==> src/rtl/lsu_pkg.sv <==
// Shared types for the load/store unit: FSM states, funct3 encodings and
// small size helpers shared with the decoder.
package lsu_pkg;

  typedef enum logic [1:0] {IDLE, REQ, RESP, DONE} lsu_state_e;

  localparam logic [2:0] F3_LB  = 3'b000;
  localparam logic [2:0] F3_LH  = 3'b001;
  localparam logic [2:0] F3_LW  = 3'b010;
  localparam logic [2:0] F3_LBU = 3'b100;
  localparam logic [2:0] F3_LHU = 3'b101;

  // funct3[1:0] carries the access size for both loads and stores
  function automatic logic is_misaligned(input logic [2:0] f3, input logic [1:0] off);
    case (f3[1:0])
      2'b01:   return off[0];
      2'b10:   return off != 2'b00;
      default: return 1'b0;
    endcase
  endfunction

  function automatic logic [3:0] lane_be(input logic [2:0] f3, input logic [1:0] off);
    case (f3[1:0])
      2'b00:   return 4'b0001 << off;
      2'b01:   return 4'b0011 << off;
      default: return 4'b1111;
    endcase
  endfunction

endpackage

==> src/rtl/lsu_load_align.sv <==
// Load data alignment: selects the addressed byte/halfword lane of the bus
// word and sign- or zero-extends it according to funct3.
module lsu_load_align
  import lsu_pkg::*;
#(
  parameter int XLEN = 32
) (
  input  logic [XLEN-1:0] word_i,
  input  logic [1:0]      off_i,
  input  logic [2:0]      funct3_i,
  output logic [XLEN-1:0] data_o
);

  logic [15:0] lane;

  always_comb begin
    case (off_i)
      2'd0:    lane = word_i[15:0];
      2'd1:    lane = word_i[23:8];
      2'd2:    lane = word_i[31:16];
      default: lane = {8'h00, word_i[31:24]};
    endcase
  end

  always_comb begin
    data_o = word_i;
    case (funct3_i)
      F3_LB:   data_o = {{(XLEN-8){lane[7]}}, lane[7:0]};
      F3_LH:   data_o = {{(XLEN-16){lane[15]}}, lane[15:0]};
      F3_LBU:  data_o = {{(XLEN-8){1'b0}}, lane[7:0]};
      F3_LHU:  data_o = {{(XLEN-16){1'b0}}, lane[15:0]};
      F3_LW:   data_o = word_i;
      default: data_o = word_i;
    endcase
  end

endmodule

==> src/rtl/load_store_unit.sv <==
// Load/store unit: runs one req/gnt + rvalid data-bus transaction per WB-stage
// access, steers store lanes, extends load data, traps misalignment and timeouts.
module load_store_unit
  import lsu_pkg::*;
#(
  parameter int XLEN        = 32,
  parameter int TIMEOUT_CYC = 16
) (
  input  logic            clk,
  input  logic            rst,
  input  logic            mem_read,
  input  logic            mem_write,
  input  logic [2:0]      funct3,
  input  logic [XLEN-1:0] addr,
  input  logic [XLEN-1:0] wdata,
  output logic            dbus_req,
  output logic            dbus_we,
  output logic [XLEN-1:0] dbus_addr,
  output logic [XLEN-1:0] dbus_wdata,
  output logic [3:0]      dbus_be,
  input  logic            dbus_gnt,
  input  logic            dbus_rvalid,
  input  logic [XLEN-1:0] dbus_rdata,
  output logic            loaded,
  output logic [XLEN-1:0] rdata,
  output logic            busy,
  output logic            misaligned,
  output logic            bus_err
);

  localparam int TW = (TIMEOUT_CYC > 1) ? $clog2(TIMEOUT_CYC) : 1;
  localparam logic [TW-1:0] TMO_LOAD = TW'(TIMEOUT_CYC - 1);

  lsu_state_e      state_q, state_d;
  logic [XLEN-1:0] addr_q, addr_d, wdata_q, wdata_d, rdata_q, rdata_d;
  logic [2:0]      f3_q, f3_d;
  logic [3:0]      be_q, be_d;
  logic            we_q, we_d, mis_q, mis_d, err_q, err_d;
  logic [TW-1:0]   tmo_q, tmo_d;
  logic [XLEN-1:0] ld_data;
  logic            access, bad, start, tmo_hit;

  lsu_load_align #(.XLEN(XLEN)) u_align (
    .word_i   (dbus_rdata),
    .off_i    (addr_q[1:0]),
    .funct3_i (f3_q),
    .data_o   (ld_data)
  );

  assign access  = mem_read | mem_write;
  assign bad     = is_misaligned(funct3, addr[1:0]);
  assign start   = (state_q == IDLE) & access & ~bad;
  assign tmo_hit = (TIMEOUT_CYC != 0) && (tmo_q == '0);

  always_comb begin
    state_d = state_q;
    addr_d  = addr_q;
    wdata_d = wdata_q;
    rdata_d = rdata_q;
    f3_d    = f3_q;
    be_d    = be_q;
    we_d    = we_q;
    tmo_d   = tmo_q;
    mis_d   = 1'b0;
    err_d   = 1'b0;
    case (state_q)
      IDLE: begin
        if (access && bad) begin
          mis_d = 1'b1;
        end else if (access) begin
          addr_d  = addr;
          f3_d    = funct3;
          we_d    = mem_write;
          be_d    = lane_be(funct3, addr[1:0]);
          tmo_d   = TMO_LOAD;
          state_d = REQ;
          case (funct3[1:0])
            2'b00:   wdata_d = {4{wdata[7:0]}};
            2'b01:   wdata_d = {2{wdata[15:0]}};
            default: wdata_d = wdata;
          endcase
        end
      end
      REQ: begin
        // rvalid without gnt is stale and must not be captured
        if (dbus_gnt) begin
          if (we_q) begin
            state_d = DONE;
          end else if (dbus_rvalid) begin
            rdata_d = ld_data;
            state_d = DONE;
          end else begin
            tmo_d   = TMO_LOAD;
            state_d = RESP;
          end
        end else if (tmo_hit) begin
          err_d   = 1'b1;
          state_d = IDLE;
        end else begin
          tmo_d = tmo_q - 1'b1;
        end
      end
      RESP: begin
        if (dbus_rvalid) begin
          rdata_d = ld_data;
          state_d = DONE;
        end else if (tmo_hit) begin
          err_d   = 1'b1;
          state_d = IDLE;
        end else begin
          tmo_d = tmo_q - 1'b1;
        end
      end
      default: state_d = IDLE;
    endcase
  end

  always_ff @(posedge clk or posedge rst) begin
    if (rst) begin
      state_q <= IDLE;
      addr_q  <= '0;
      wdata_q <= '0;
      rdata_q <= '0;
      f3_q    <= '0;
      be_q    <= '0;
      we_q    <= 1'b0;
      tmo_q   <= '0;
      mis_q   <= 1'b0;
      err_q   <= 1'b0;
    end else begin
      state_q <= state_d;
      addr_q  <= addr_d;
      wdata_q <= wdata_d;
      rdata_q <= rdata_d;
      f3_q    <= f3_d;
      be_q    <= be_d;
      we_q    <= we_d;
      tmo_q   <= tmo_d;
      mis_q   <= mis_d;
      err_q   <= err_d;
    end
  end

  assign dbus_req   = (state_q == REQ);
  assign dbus_we    = dbus_req & we_q;
  assign dbus_addr  = {addr_q[XLEN-1:2], 2'b00};
  assign dbus_wdata = wdata_q;
  assign dbus_be    = be_q;
  assign loaded     = (state_q == DONE) & ~we_q;
  assign rdata      = rdata_q;
  // DONE releases the pipeline in the same cycle loaded is seen
  assign busy       = (state_q == REQ) | (state_q == RESP) | start;
  assign misaligned = mis_q;
  assign bus_err    = err_q;

endmodule
==> config.mk <==
export PLATFORM = sky130hd
export DESIGN_NAME = load_store_unit
export DESIGN_NICKNAME = d
export VERILOG_FILES = /design/src/rtl/lsu_pkg.sv /design/src/rtl/lsu_load_align.sv /design/src/rtl/load_store_unit.sv
export SDC_FILE = /design/constraint.sdc
export NUM_CORES = 1
export LEC_CHECK = 0
export BUFFER_PORTS_ARGS = -buffer_cell sky130_fd_sc_hd__buf_2
export CORE_AREA = 3 3 132 134
export CTS_BUF_LIST = sky130_fd_sc_hd__clkbuf_8
export CTS_CLUSTER_SIZE = 8
export DETAILED_ROUTE_END_ITERATION = 16
export DIE_AREA = 0 0 135 137
export MAX_ROUTING_LAYER = met4
export PLACE_DENSITY = 0.6
export SYNTH_ARGS = -nofsm -noshare
export SYNTH_HDL_FRONTEND = slang
export SYNTH_SLANG_ARGS = --single-unit
==> constraint.sdc <==
create_clock -name clk -period 3.83 [get_ports clk]
set_clock_uncertainty 0.1 [all_clocks]
set_input_delay 0.383 -clock clk [delete_from_list [all_inputs] [get_ports clk]]
set_output_delay 0.383 -clock clk [all_outputs]
set_load 0.05 [all_outputs]
# Yosys cells after proc, flatten, opt, wreduce, memory -nomap -nowiden
# Cells that the tools add are included.
dict set report totals {
  regBits 112
  input_bits 105
  output_inout_bits 106
  word_cells 84
}
dict set report op_classes {
  mux 31
  bitwise 10
  n_eq_ne 17
  reduce_logical 13
  add_sub_neg 1
  n_shift 2
}
# op n
set op_table {}
lappend op_table {{32-bit one-hot mux with 2 select lines} 2}
lappend op_table {{32-bit one-hot mux with 4 select lines} 1}
lappend op_table {{32-bit 2-to-1 mux} 3}
lappend op_table {{16-bit one-hot mux with 3 select lines} 1}
lappend op_table {{4-bit 2-to-1 mux} 7}
lappend op_table {{4-bit one-hot mux with 3 select lines} 1}
lappend op_table {{2-bit 2-to-1 mux} 5}
lappend op_table {{2-bit equality test, second input constant} 4}
lappend op_table {{2-bit inequality test, second input constant} 4}
lappend op_table {{4-bit one-hot mux with 2 select lines} 1}
lappend op_table {{1-bit 2-to-1 mux} 7}
lappend op_table {{2-bit by 1-bit equality test with 1-bit output, second input constant} 3}
lappend op_table {{3-bit equality test, second input constant} 2}
lappend op_table {{2-bit zero test} 3}
lappend op_table {{3-bit inequality test, second input constant} 2}
lappend op_table {{2-bit one-hot mux with 3 select lines} 1}
lappend op_table {{3-bit AND reduction} 2}
lappend op_table {{6-bit AND reduction} 1}
lappend op_table {{1-bit bitwise AND} 4}
lappend op_table {{4-bit zero test} 1}
lappend op_table {{1-bit one-hot mux with 2 select lines} 2}
lappend op_table {{2-bit nonzero test} 2}
lappend op_table {{1-bit by 2-bit << shifter with 4-bit output, first input constant} 1}
lappend op_table {{2-bit by 2-bit << shifter with 4-bit output, first input constant} 1}
lappend op_table {{other kinds (9)} 13}

# Depth between registers and ports, before layout
dict set report logic_depth {
  depth_word 7
  depth_mapped 9
  ltp_nobuf 6
}

# Modules after synthesis
# Synthesis repeated with hierarchy kept, for this count alone.
dict set report unflattened {
  hier_cells 527
  hier_area_um2 5798.1
}
# mod instances cells_each seq_area_each_um2 area_per_inst_um2
set by_module_without_submodules {}
lappend by_module_without_submodules {load_store_unit 1 416 2802.7 5036.1}
lappend by_module_without_submodules {lsu_load_align 1 111 0.0 762.0}

# Worst setup path after synthesis
# Ideal clock, no wire load.
dict set report synth_timing {
  path_kind {input-to-output}
  start {in funct3[0]}
  end {out busy}
  n_path_buf 2
  required_ns 3.347
  path_slack_ns 1.464
  arrival_ns 1.883
  stages 7
  cell_sequence {inv_1 > ha_1 > o21ai_0 > o21bai_1 > buf_2 > clkbuf_1 > nand2_1}
}
dict set report synth_between {
  elab_chain_len 5
  word_cells_on_any_way 6
  classes_between {2 x eq/ne; 1 x mux; 3 x bitwise}
}
# element line_no
set synth_lines {}
lappend synth_lines {{start, declared} load_store_unit.sv:13} ;# input logic [2:0] funct3,
lappend synth_lines {{2-bit equality test / 2-bit by 1-bit equality test with 1-bit output (equally long branches)} lsu_pkg.sv:15} ;# case (f3[1:0])
lappend synth_lines {{1-bit one-hot mux with 2 select lines (*)} lsu_pkg.sv:15}
lappend synth_lines {{1-bit NOT (*)} load_store_unit.sv:52} ;# assign start = (state_q == IDLE) & access & ~bad;
lappend synth_lines {{1-bit bitwise AND (*)} load_store_unit.sv:52}
lappend synth_lines {{1-bit bitwise OR (*)} load_store_unit.sv:152} ;# assign busy = (state_q == REQ) | (state_q == RESP) | start;
lappend synth_lines {{end, declared} load_store_unit.sv:26} ;# output logic busy,
# Mark *: on every way between the ends. The rest lies on a longest branch, timed or not.

# Worst setup path in the final report
dict set report layout_timing {
  start {reg state_q[0]}
  end {out busy}
}
dict set report layout_between {
  elab_chain_len 4
  word_cells_on_any_way 7
  classes_between {2 x eq/ne; 4 x bitwise; 1 x reduce/logical}
}
# element line_no
set layout_lines {}
lappend layout_lines {{start, declared} load_store_unit.sv:34} ;# lsu_state_e state_q, state_d;
lappend layout_lines {{start signal, assigned} load_store_unit.sv:131} ;# state_q <= state_d;
lappend layout_lines {{2-bit zero test} load_store_unit.sv:52}
lappend layout_lines {{1-bit bitwise AND (2 in series)} load_store_unit.sv:52}
lappend layout_lines {{1-bit bitwise OR (*)} load_store_unit.sv:152}
# Marked as above.

==> results.json <==
{
  "power_density_nw_per_um2": 1030,
  "wl_per_cell_um": 15.9,
  "final_nets": 839,
  "worst_pin_slew_ps": 992,
  "grt_usage_pct": 16.7,
  "leakagePower_nw": 3.32,
  "setup_violations": 0,
  "cp.arrival_ps": 1920,
  "clockBufferDepth": 2,
  "ys_seq_elements": 112,
  "cp-end-kind": "output pin",
  "clock-sinks": 112,
  "irDropWorstVdd_v": 0.000582,
  "ys_warn_count": 0,
  "path_cells": "inv_1 > ha_1 > o21ai_0 > o21bai_4 > nand2_1 > buf_2",
  "yosysUniqueCellTypes": 44,
  "rr_worst_depth": 4,
  "r2r_slack_ps": 1510,
  "grt_pass1_wl_um": 23800,
  "grt_use_met3_pct": 4.71,
  "finalSetupTns_ps": 0,
  "crit_type": "flip-flop to output pin",
  "dp_slack_ps": 1280,
  "drcViolationCount": 0,
  "r2r-start": "addr_q[0]",
  "io_pins": 211,
  "fin_crit_ps": 2410,
  "numCtsBuffers": 9,
  "rsz0062_at_grt": "no",
  "synthArstFlopShare_pct": 100,
  "yosysSeqAreaShare_pct": 49.4,
  "timing.final.ws_setup_ps": 1420,
  "first_pass_iters": 5,
  "drtIter0Drc": 259,
  "nFillCells": 1654,
  "hold_viol": 0,
  "grt.busiest_layer": "met2",
  "die_x_um": 135,
  "clk_pin_slew_worst_paths_ps": 120,
  "drtAntennaViolNets": 0,
  "start_util_pct": 34.6,
  "cts_tree": "done",
  "synth_common_cells": "dfrtp_1 (112), nand2_1 (86), o21ai_0 (47)",
  "cts_resized": 0,
  "synth_top_area_share_pct": 49.4,
  "yosysTopAreaCell": "dfrtp_1",
  "dp_hpwl_um": 11400,
  "htreeDepth": 3,
  "vias_per_cell": 4.92,
  "grt_use_met2_pct": 26.1,
  "dp.cells": 935,
  "root_buffer": "clkbuf_8",
  "gr-total-overflow": 0,
  "startpoint_type": "flip-flop",
  "antenna_found_initial": 1,
  "drt_wl_total_um": 15200,
  "grt_pass1_vias": 4495,
  "gr-usage-met1_pct": 21.8,
  "fmax_mhz": 416,
  "core_area_um2": 16400,
  "synth_edf_count": 0,
  "portBuffers": 208,
  "r2r_end": "rdata[29]",
  "synth_area_leaders": "dfrtp_1 (49%), mux2_2 (8.5%), nand2_1 (5.7%)",
  "hold_path_class": "input pin to asynchronous set/reset pin",
  "post_cts_buffers": 0,
  "crit_fanout": 12,
  "required_ps": 3350,
  "crit_path_top_delay_cell": "dfrtp_1",
  "syn_area_per_cell_um2": 10.0,
  "syn_area_um2": 5670,
  "dieArea_um2": 18500,
  "yosysMostFrequentCell": "dfrtp_1",
  "maxCapViolations": 0,
  "worstSkewPairLatency_ps": 370,
  "synthFlopType": "dfrtp_1",
  "relSlewSlack_pct": 33.8,
  "num_rows": 47,
  "area_growth_pct": 20.8,
  "grt_max_degree": 68,
  "fin_cells": 952,
  "hold_slack_ps": 64.8,
  "die_y_um": 137,
  "vias": 4680,
  "gp_congestion": 0.779,
  "slew_violations": 0,
  "synth_cells": 567,
  "status": "finished, final reports clean",
  "period_share_pct": 62.8,
  "ctsHoldBuffers": 0,
  "drive_above_1_share_pct": 39.0,
  "crit_path_max_incr_delay_ps": 430
}
[cell usage in the layout, fill, tap and decap left out, types with 8 or more instances in the layout]
master / netlist / layout
inv_1: 13 / 12
a22oi_1: 9 / 9
mux2i_1: 15 / 15
o22ai_1: 8 / 8
a221oi_1: 10 / 10
o21ai_0: 47 / 47
nand2_1: 86 / 86
nor2_1: 33 / 33
dfrtp_1: 112 / 112
a22o_1: 9 / 9
a21oi_1: 33 / 33
mux2_2: 43 / 43
buf_2: 10 / 208
clkbuf_8: 0 / 9
o211ai_1: 16 / 16
ha_1: 8 / 8
[worst max-delay path by stage]
stage | start | endpoint | slack, ps
floorplan | rst | addr_q[0] | 390
global placement | funct3[1] | dbus_wdata[0] | 1310
detailed placement | funct3[1] | addr_q[16] | 1280
CTS | state_q[0] | busy | 1360
global route | state_q[0] | busy | 1280
finish | state_q[0] | busy | 1420
[worst max-delay path: cells and delay by family (launching register included)]
family | cells | cell delay [ps]
adder cells (fa/ha/maj) | 1 | 230
AO/OA/AOI/OAI | 2 | 400
flip-flops | 1 | 430
AND/OR/NAND/NOR | 1 | 130
buffers and inverters | 2 | 360
[routing by layer]
layer / part of all wire, % / vias up / routed length (µm)
met3: 8.0 / 13 / 1210
met1: 45 / 2219 / 6840
met5: 0 / - / 0
met2: 46 / 177 / 7000
li1: - / 2271 / -
met4: 0.85 / 0 / 129
[cells by family (layout without fill, tap and decap cells)]
group                      after synthesis  in the layout  share of synthesized area (%)
muxes                                   58             58                           11.2
other                                    1              4                         0.0661
and+or+nand+nor                        151            151                           11.5
adders and majority gates                8              8                           1.76
AOI/OAI and AO/OA                      154            154                           17.9
buffers and inverters                   83            245                           8.16
DFF                                    112            112                           49.4
[state kept, by name (all words and copies together), names as in the netlist]
register	flops
addr_q	32
tmo_q	4
dbus_wdata	32
f3_q	3
state_q	2
rdata	32
bus_err	1
we_q	1
dbus_be	4
misaligned	1
[layout make-up]
cell class	instances	area (µm²)	share of cell area, %
Antenna cell	2	5.00	0.0730
Clock buffer	9	124	1.81
Clock inverter	6	55.1	0.803
Inverter	14	55.1	0.803
Multi-Input combinational cell	373	2420	35.4
Sequential cell	112	2800	40.9
Tap cell	220	275	4.02
Timing Repair Buffer	216	1110	16.2
[power breakdown]
group | internal, mW | total [mW] | switching, mW
logic | 1.19 | 4.29 | 3.10
clock network | 0.245 | 0.674 | 0.429
registers | 1.75 | 2.09 | 0.335
total | 3.19 | 7.06 | 3.87
[stage by stage]
step	power, mW	instance area [µm²]	utilization [%]
after floorplan	5.69	5680	-
after global placement	6.41	6670	40.7
after detailed placement	6.45	6670	40.7
after CTS	7.14	6850	41.7
after global routing	7.53	6850	41.8
final	7.06	6850	41.8
No activity file was read; power rests on OpenSTA's default activity.
